$ cat src/rtl/pipe_ctrl_pkg.sv
// Shared types and constants for the pipeline hazard/exception controller.
package pipe_ctrl_pkg;

  typedef enum logic {
    RUN  = 1'b0,
    HOLD = 1'b1
  } state_t;

  typedef enum logic [1:0] {
    NPC_NORMAL  = 2'd0,
    NPC_HANDLER = 2'd1,
    NPC_EPC     = 2'd2
  } npc_sel_t;

  localparam logic [31:0] HANDLER_PC_DEFAULT = 32'h0000_4180;

  function automatic int unsigned max_u(input int unsigned a, input int unsigned b);
    return (a > b) ? a : b;
  endfunction

endpackage

$ cat src/rtl/pipe_ctrl_if.sv
// Pipeline-side control bundle: hazard/exception inputs and stall/redirect outputs.
interface pipe_ctrl_if;
  logic        D_data_hazard;
  logic        D_use_md;
  logic        E_md_start;
  logic        E_md_is_div;
  logic        M_exc_req;
  logic        M_is_eret;
  logic [31:0] EPC;
  logic        stall;
  logic        Req;
  logic        eret_flush;
  logic [1:0]  npc_sel;
  logic [31:0] npc;
  logic        md_busy;

  modport master (
    output D_data_hazard, D_use_md, E_md_start, E_md_is_div, M_exc_req, M_is_eret, EPC,
    input  stall, Req, eret_flush, npc_sel, npc, md_busy
  );

  modport slave (
    input  D_data_hazard, D_use_md, E_md_start, E_md_is_div, M_exc_req, M_is_eret, EPC,
    output stall, Req, eret_flush, npc_sel, npc, md_busy
  );
endinterface

$ cat src/rtl/pipe_ctrl_md_busy_counter.sv
// Mult/div occupancy counter: loads on issue when idle, counts down to zero.
module md_busy_counter
  import pipe_ctrl_pkg::*;
#(
  parameter int unsigned MULT_CYCLES = 5,
  parameter int unsigned DIV_CYCLES  = 10
) (
  input  logic clk,
  input  logic reset,
  input  logic start,
  input  logic is_div,
  output logic busy
);

  localparam int unsigned CW = $clog2(max_u(MULT_CYCLES, DIV_CYCLES) + 1);

  logic [CW-1:0] cnt;

  always_ff @(posedge clk or negedge reset) begin
    if (!reset) begin
      cnt <= '0;
    end else if (cnt != '0) begin
      cnt <= cnt - CW'(1);
    end else if (start) begin
      cnt <= is_div ? CW'(DIV_CYCLES) : CW'(MULT_CYCLES);
    end
  end

  assign busy = (cnt != '0);

endmodule

$ cat src/rtl/pipe_ctrl.sv
// Pipeline stall / exception-redirect controller.
// Define PIPE_CTRL_MD_EN to enable the mult/div busy counter and its stall term.
module pipe_ctrl
  import pipe_ctrl_pkg::*;
#(
  parameter int unsigned MULT_CYCLES = 5,
  parameter int unsigned DIV_CYCLES  = 10,
  parameter logic [31:0] HANDLER_PC  = HANDLER_PC_DEFAULT
) (
  input logic        clk,
  input logic        reset,
  pipe_ctrl_if.slave pif
);

  state_t   state, state_nxt;
  npc_sel_t sel;
  logic     req;
  logic     eret_fl;
  logic     md_busy;

  always_ff @(posedge clk or negedge reset) begin
    if (!reset) state <= RUN;
    else        state <= state_nxt;
  end

  // Outputs are gated by reset so they read zero while reset is held, whatever the inputs.
  always_comb begin
    state_nxt = state;
    req       = 1'b0;
    eret_fl   = 1'b0;
    sel       = NPC_NORMAL;
    case (state)
      RUN: begin
        if (pif.M_exc_req) begin
          req       = 1'b1;
          sel       = NPC_HANDLER;
          state_nxt = HOLD;
        end else if (pif.M_is_eret) begin
          eret_fl = 1'b1;
          sel     = NPC_EPC;
        end
      end
      HOLD:    state_nxt = RUN;
      default: state_nxt = RUN;
    endcase
    if (!reset) begin
      req     = 1'b0;
      eret_fl = 1'b0;
      sel     = NPC_NORMAL;
    end
  end

  always_comb begin
    case (sel)
      NPC_HANDLER: pif.npc = HANDLER_PC;
      NPC_EPC:     pif.npc = pif.EPC;
      default:     pif.npc = '0;
    endcase
  end

`ifdef PIPE_CTRL_MD_EN
  md_busy_counter #(
    .MULT_CYCLES (MULT_CYCLES),
    .DIV_CYCLES  (DIV_CYCLES)
  ) u_md_busy_counter (
    .clk    (clk),
    .reset  (reset),
    .start  (pif.E_md_start & ~req),
    .is_div (pif.E_md_is_div),
    .busy   (md_busy)
  );

  assign pif.stall = reset & ~req &
                     (pif.D_data_hazard | (pif.D_use_md & (md_busy | pif.E_md_start)));
`else
  logic unused_md;
  assign unused_md = pif.E_md_start ^ pif.E_md_is_div ^ pif.D_use_md;
  assign md_busy   = 1'b0;
  assign pif.stall = reset & ~req & pif.D_data_hazard;
`endif

  assign pif.Req        = req;
  assign pif.eret_flush = eret_fl;
  assign pif.npc_sel    = sel;
  assign pif.md_busy    = md_busy;

endmodule

$ cat src/flat_wrapper.sv
// flat-port wrapper written by rule: the top's interface ports become plain ports
module pipe_ctrl_flat import pipe_ctrl_pkg::*;
#(
  parameter int unsigned MULT_CYCLES = 5,
  parameter int unsigned DIV_CYCLES  = 10,
  parameter logic [31:0] HANDLER_PC  = HANDLER_PC_DEFAULT
)
  (clk, reset, pif_D_data_hazard, pif_D_use_md, pif_E_md_start, pif_E_md_is_div, pif_M_exc_req, pif_M_is_eret, pif_EPC, pif_stall, pif_Req, pif_eret_flush, pif_npc_sel, pif_npc, pif_md_busy);
  pipe_ctrl_if pif_i ();
  input logic clk;
  input logic reset;
  input wire logic [$bits(pif_i.D_data_hazard)-1:0] pif_D_data_hazard;
  input wire logic [$bits(pif_i.D_use_md)-1:0] pif_D_use_md;
  input wire logic [$bits(pif_i.E_md_start)-1:0] pif_E_md_start;
  input wire logic [$bits(pif_i.E_md_is_div)-1:0] pif_E_md_is_div;
  input wire logic [$bits(pif_i.M_exc_req)-1:0] pif_M_exc_req;
  input wire logic [$bits(pif_i.M_is_eret)-1:0] pif_M_is_eret;
  input wire logic [$bits(pif_i.EPC)-1:0] pif_EPC;
  output wire logic [$bits(pif_i.stall)-1:0] pif_stall;
  output wire logic [$bits(pif_i.Req)-1:0] pif_Req;
  output wire logic [$bits(pif_i.eret_flush)-1:0] pif_eret_flush;
  output wire logic [$bits(pif_i.npc_sel)-1:0] pif_npc_sel;
  output wire logic [$bits(pif_i.npc)-1:0] pif_npc;
  output wire logic [$bits(pif_i.md_busy)-1:0] pif_md_busy;
  assign pif_i.D_data_hazard = pif_D_data_hazard;
  assign pif_i.D_use_md = pif_D_use_md;
  assign pif_i.E_md_start = pif_E_md_start;
  assign pif_i.E_md_is_div = pif_E_md_is_div;
  assign pif_i.M_exc_req = pif_M_exc_req;
  assign pif_i.M_is_eret = pif_M_is_eret;
  assign pif_i.EPC = pif_EPC;
  assign pif_stall = pif_i.stall;
  assign pif_Req = pif_i.Req;
  assign pif_eret_flush = pif_i.eret_flush;
  assign pif_npc_sel = pif_i.npc_sel;
  assign pif_npc = pif_i.npc;
  assign pif_md_busy = pif_i.md_busy;
  pipe_ctrl #(.MULT_CYCLES(MULT_CYCLES), .DIV_CYCLES(DIV_CYCLES), .HANDLER_PC(HANDLER_PC)) u_core (.clk(clk), .reset(reset), .pif(pif_i));
endmodule
$ cat config.mk
export PLATFORM = sky130hd
export DESIGN_NAME = pipe_ctrl_flat
export DESIGN_NICKNAME = d
export VERILOG_FILES = /design/src/rtl/pipe_ctrl_pkg.sv /design/src/rtl/pipe_ctrl_if.sv /design/src/rtl/pipe_ctrl_md_busy_counter.sv /design/src/rtl/pipe_ctrl.sv /design/src/flat_wrapper.sv
export SDC_FILE = /design/constraint.sdc
export NUM_CORES = 1
export LEC_CHECK = 0
export BUFFER_PORTS_ARGS = -buffer_cell sky130_fd_sc_hd__buf_2
export CAP_MARGIN = 5
export CELL_PAD_IN_SITES_DETAIL_PLACEMENT = 0
export CELL_PAD_IN_SITES_GLOBAL_PLACEMENT = 1
export CORE_MARGIN = 2
export CORE_UTILIZATION = 13
export CTS_BUF_LIST = sky130_fd_sc_hd__clkbuf_2
export CTS_CLUSTER_SIZE = 40
export DETAILED_ROUTE_END_ITERATION = 6
export PLACE_DENSITY = 0.85
export SLEW_MARGIN = 20
export SYNTH_ARGS = -nofsm -noshare
export SYNTH_HDL_FRONTEND = slang
export SYNTH_SLANG_ARGS = --single-unit
$ cat constraint.sdc
create_clock -name clk -period 3.7 [get_ports clk]
set_input_delay 0 -clock clk [delete_from_list [all_inputs] [get_ports clk]]
set_output_delay 0 -clock clk [all_outputs]
set_load 0.02 [all_outputs]
==> impl_metrics.yaml <==
outcome:
  status: "finished clean"
setup_path:
  endpoint_kind: "primary output"
  crit_required_ns: 3.70
  crit_chain: "dlygate4sd3_1, buf_2, nor2b_2, and3b_1, ha_1, a21oi_1, nor2_1, buf_2"
  crit_fanout: 32
  timing.rr.start: "u_core.state"
  critPathLaunchType: "input port"
  cpMostUsedCell: "buf_2"
  crit_start: "reset"
  cp.arrival_ns: 2.15
  worst_path_max_delay_cell: "ha_1"
  critical_path_class: "in2out"
  cp_slowest_stage_delay_ns: 0.67
timing:
  fin_ws_ns: 1.55
  max_freq_mhz: 466
  finalSetupViolations: 0
  tns_ns: 0
  slew_viol_final: 0
  finClkSkew_ns: 0
  hold_viol: 0
  period_share: 0.580
  period_minus_slack_ns: 2.15
  rsz0062_at_grt: "false"
  whs_ns: 0.321
  max_slew_margin: 0.491
  tightest_slew_ns: 0.764
floorplan:
  die_y_um: 56.0
  start_util: 0.139
  ios: 78
  die_w_um: 56.0
  rows: 18
  core_area_um2: 2520
  die_area_um2: 3140
yosys:
  avgSynthCellArea_um2: 6.63
  synth-seq-cells: 1
  syn_area_um2: 352
  synth_cell_type_count: 15
  yosysWarningCount: 0
  synth_cells: 53
  synth_nets: 95
  yosysSeqAreaShare: 0.0712
drt:
  post-route-drc-count: 0
  routedWlPerCell_um: 8.88
  dr_total_vias: 603
  ant_nets: 0
  routed_wl_mm: 1.34
  dr.pass1.iters: 2
  drt_iter0_drc: 25
  viasPerCell: 3.99
finish:
  stdcell_area_um2: 727
  nets: 165
  n_antenna_cell: 0
  largestRegisters: "u_core.state: 1 flops"
  seqCellArea_um2: 25.0
  multi_input_area_um2: 289
  syn_to_final_growth_pct: 107
  fillers: 287
  largest_reg_flops: 1
  regMostFlops: "u_core.state"
  drive_gt1_frac: 0.620
place:
  gp_congestion: 0.596
  dp_worst_setup_slack_ns: 1.78
  numPortBuffers: 73
  dpl_cell_area_um2: 717
  hpwl_mm: 1.19
grt:
  grt_max_degree: 33
  antenna_found_initial: 0
  grt_pass1_wl_mm: 2.25
  overflow: 0
  grt_pass1_vias: 537
  grt_use_total: 0.0814
clocking:
  cts_repair_resize_count: 0
  ctsHoldBuffers: 1
  path_clk_slew_ns: 0
  clock_latency_ns: 0
  post_cts_buffers: 0
power_and_ir_drop:
  clkPwrFrac: 0
  p_comb_frac: 0.821
  p_sw_frac: 0.435
  p_leak_nw: 0.494
  vdd.ir_drop.worst_mv: 0.0712
  powerDensity_nw_per_um2: 95.3
  seqPwrFrac: 0.179
  total_power_mw: 0.0693
  internal_power_mw: 0.0392
  total_switching_power_mw: 0.0301
flow_run:
  drv_cap: 0
hold_path:
  hp-start: "pif_M_exc_req"
  hp-class: "in2reg"
cells by family after synthesis:
logic type | Yosys count | share of synthesized area
simple gates | 40 | 0.687
buf+inv | 6 | 0.107
compound gates | 3 | 0.0534
fa+ha+maj | 2 | 0.0712
flops | 1 | 0.0712
other cells | 1 | 0.0107
power by group through the flow:
stage	Clock (mW)	Combinational, mW	Sequential [mW]
after floorplan	0	0.0303	0.0123
after global placement	0	0.0555	0.0123
after detailed placement	0	0.0568	0.0124
after CTS	0	0.0578	0.0124
after global routing	0	0.0633	0.0124
final	0	0.0569	0.0124
layout by cell type (no fill, tap or decap):
master         instances
and2_1                30
a21oi_1                2
nor2b_1                1
ha_1                   2
nor2_1                 4
buf_2                 73
dlygate4sd3_1          1
and3b_1                1
nand2_1                2
dfrtp_1                1
a21oi_2                1
nand3b_1               1
conb_1                 1
nor2b_2                1
worst paths after layout:
path	endpoint	slack [ns]	depth (start not counted)
setup / recovery	pif_npc[14]	1.55	8
setup reg to reg	u_core.state	3.07	1
min in group asynchronous	u_core.state	0.33	2
hold / removal	u_core.state	0.32	2
max in group asynchronous	u_core.state	3.27	2
hold reg to reg	u_core.state	0.46	1
per-layer routing:
metal  routed length, µm  GRT usage  up-vias
li1                    -          -      295
met1                 434     0.0758      255
met2                 692      0.183       53
met3                 214     0.0163        0
met4                   0          0        0
met5                   0          0        -
critical path: cells and delay by family:
kind            cells  cell delay [ns]
buf+inv             3             0.81
simple gates        3             0.54
compound gates      1             0.13
fa+ha+maj           1             0.67
metrics by stage:
step | instances | utilization
CTS | 151 | 0.288
global route | 151 | 0.288
floorplan | 53 | -
detailed placement | 150 | 0.284
finish | 151 | 0.288
global placement | 150 | 0.284
cells in the mapped netlist:
| cell | number | area, µm² |
|---|---|---|
| a21oi_2 | 1 | 8.76 |
| nand2_1 | 2 | 7.51 |
| and3b_1 | 1 | 8.76 |
| and2_1 | 30 | 188 |
| nor2b_1 | 1 | 6.26 |
| nand3b_1 | 1 | 7.51 |
| ha_1 | 2 | 25.0 |
| buf_2 | 1 | 5.00 |
| nor2_1 | 4 | 15.0 |
| nor2b_2 | 1 | 8.76 |
| conb_1 | 1 | 3.75 |
| clkbuf_2 | 2 | 10.0 |
| a21oi_1 | 2 | 10.0 |
| buf_4 | 3 | 22.5 |
| dfrtp_1 | 1 | 25.0 |
area by class of cell:
class	count	share of cell area
multi-input combinational	46	0.398
sequential	1	0.0344
tap	30	0.0516
timing repair buffer	74	0.516
No activity file was read; power rests on OpenSTA's default activity.
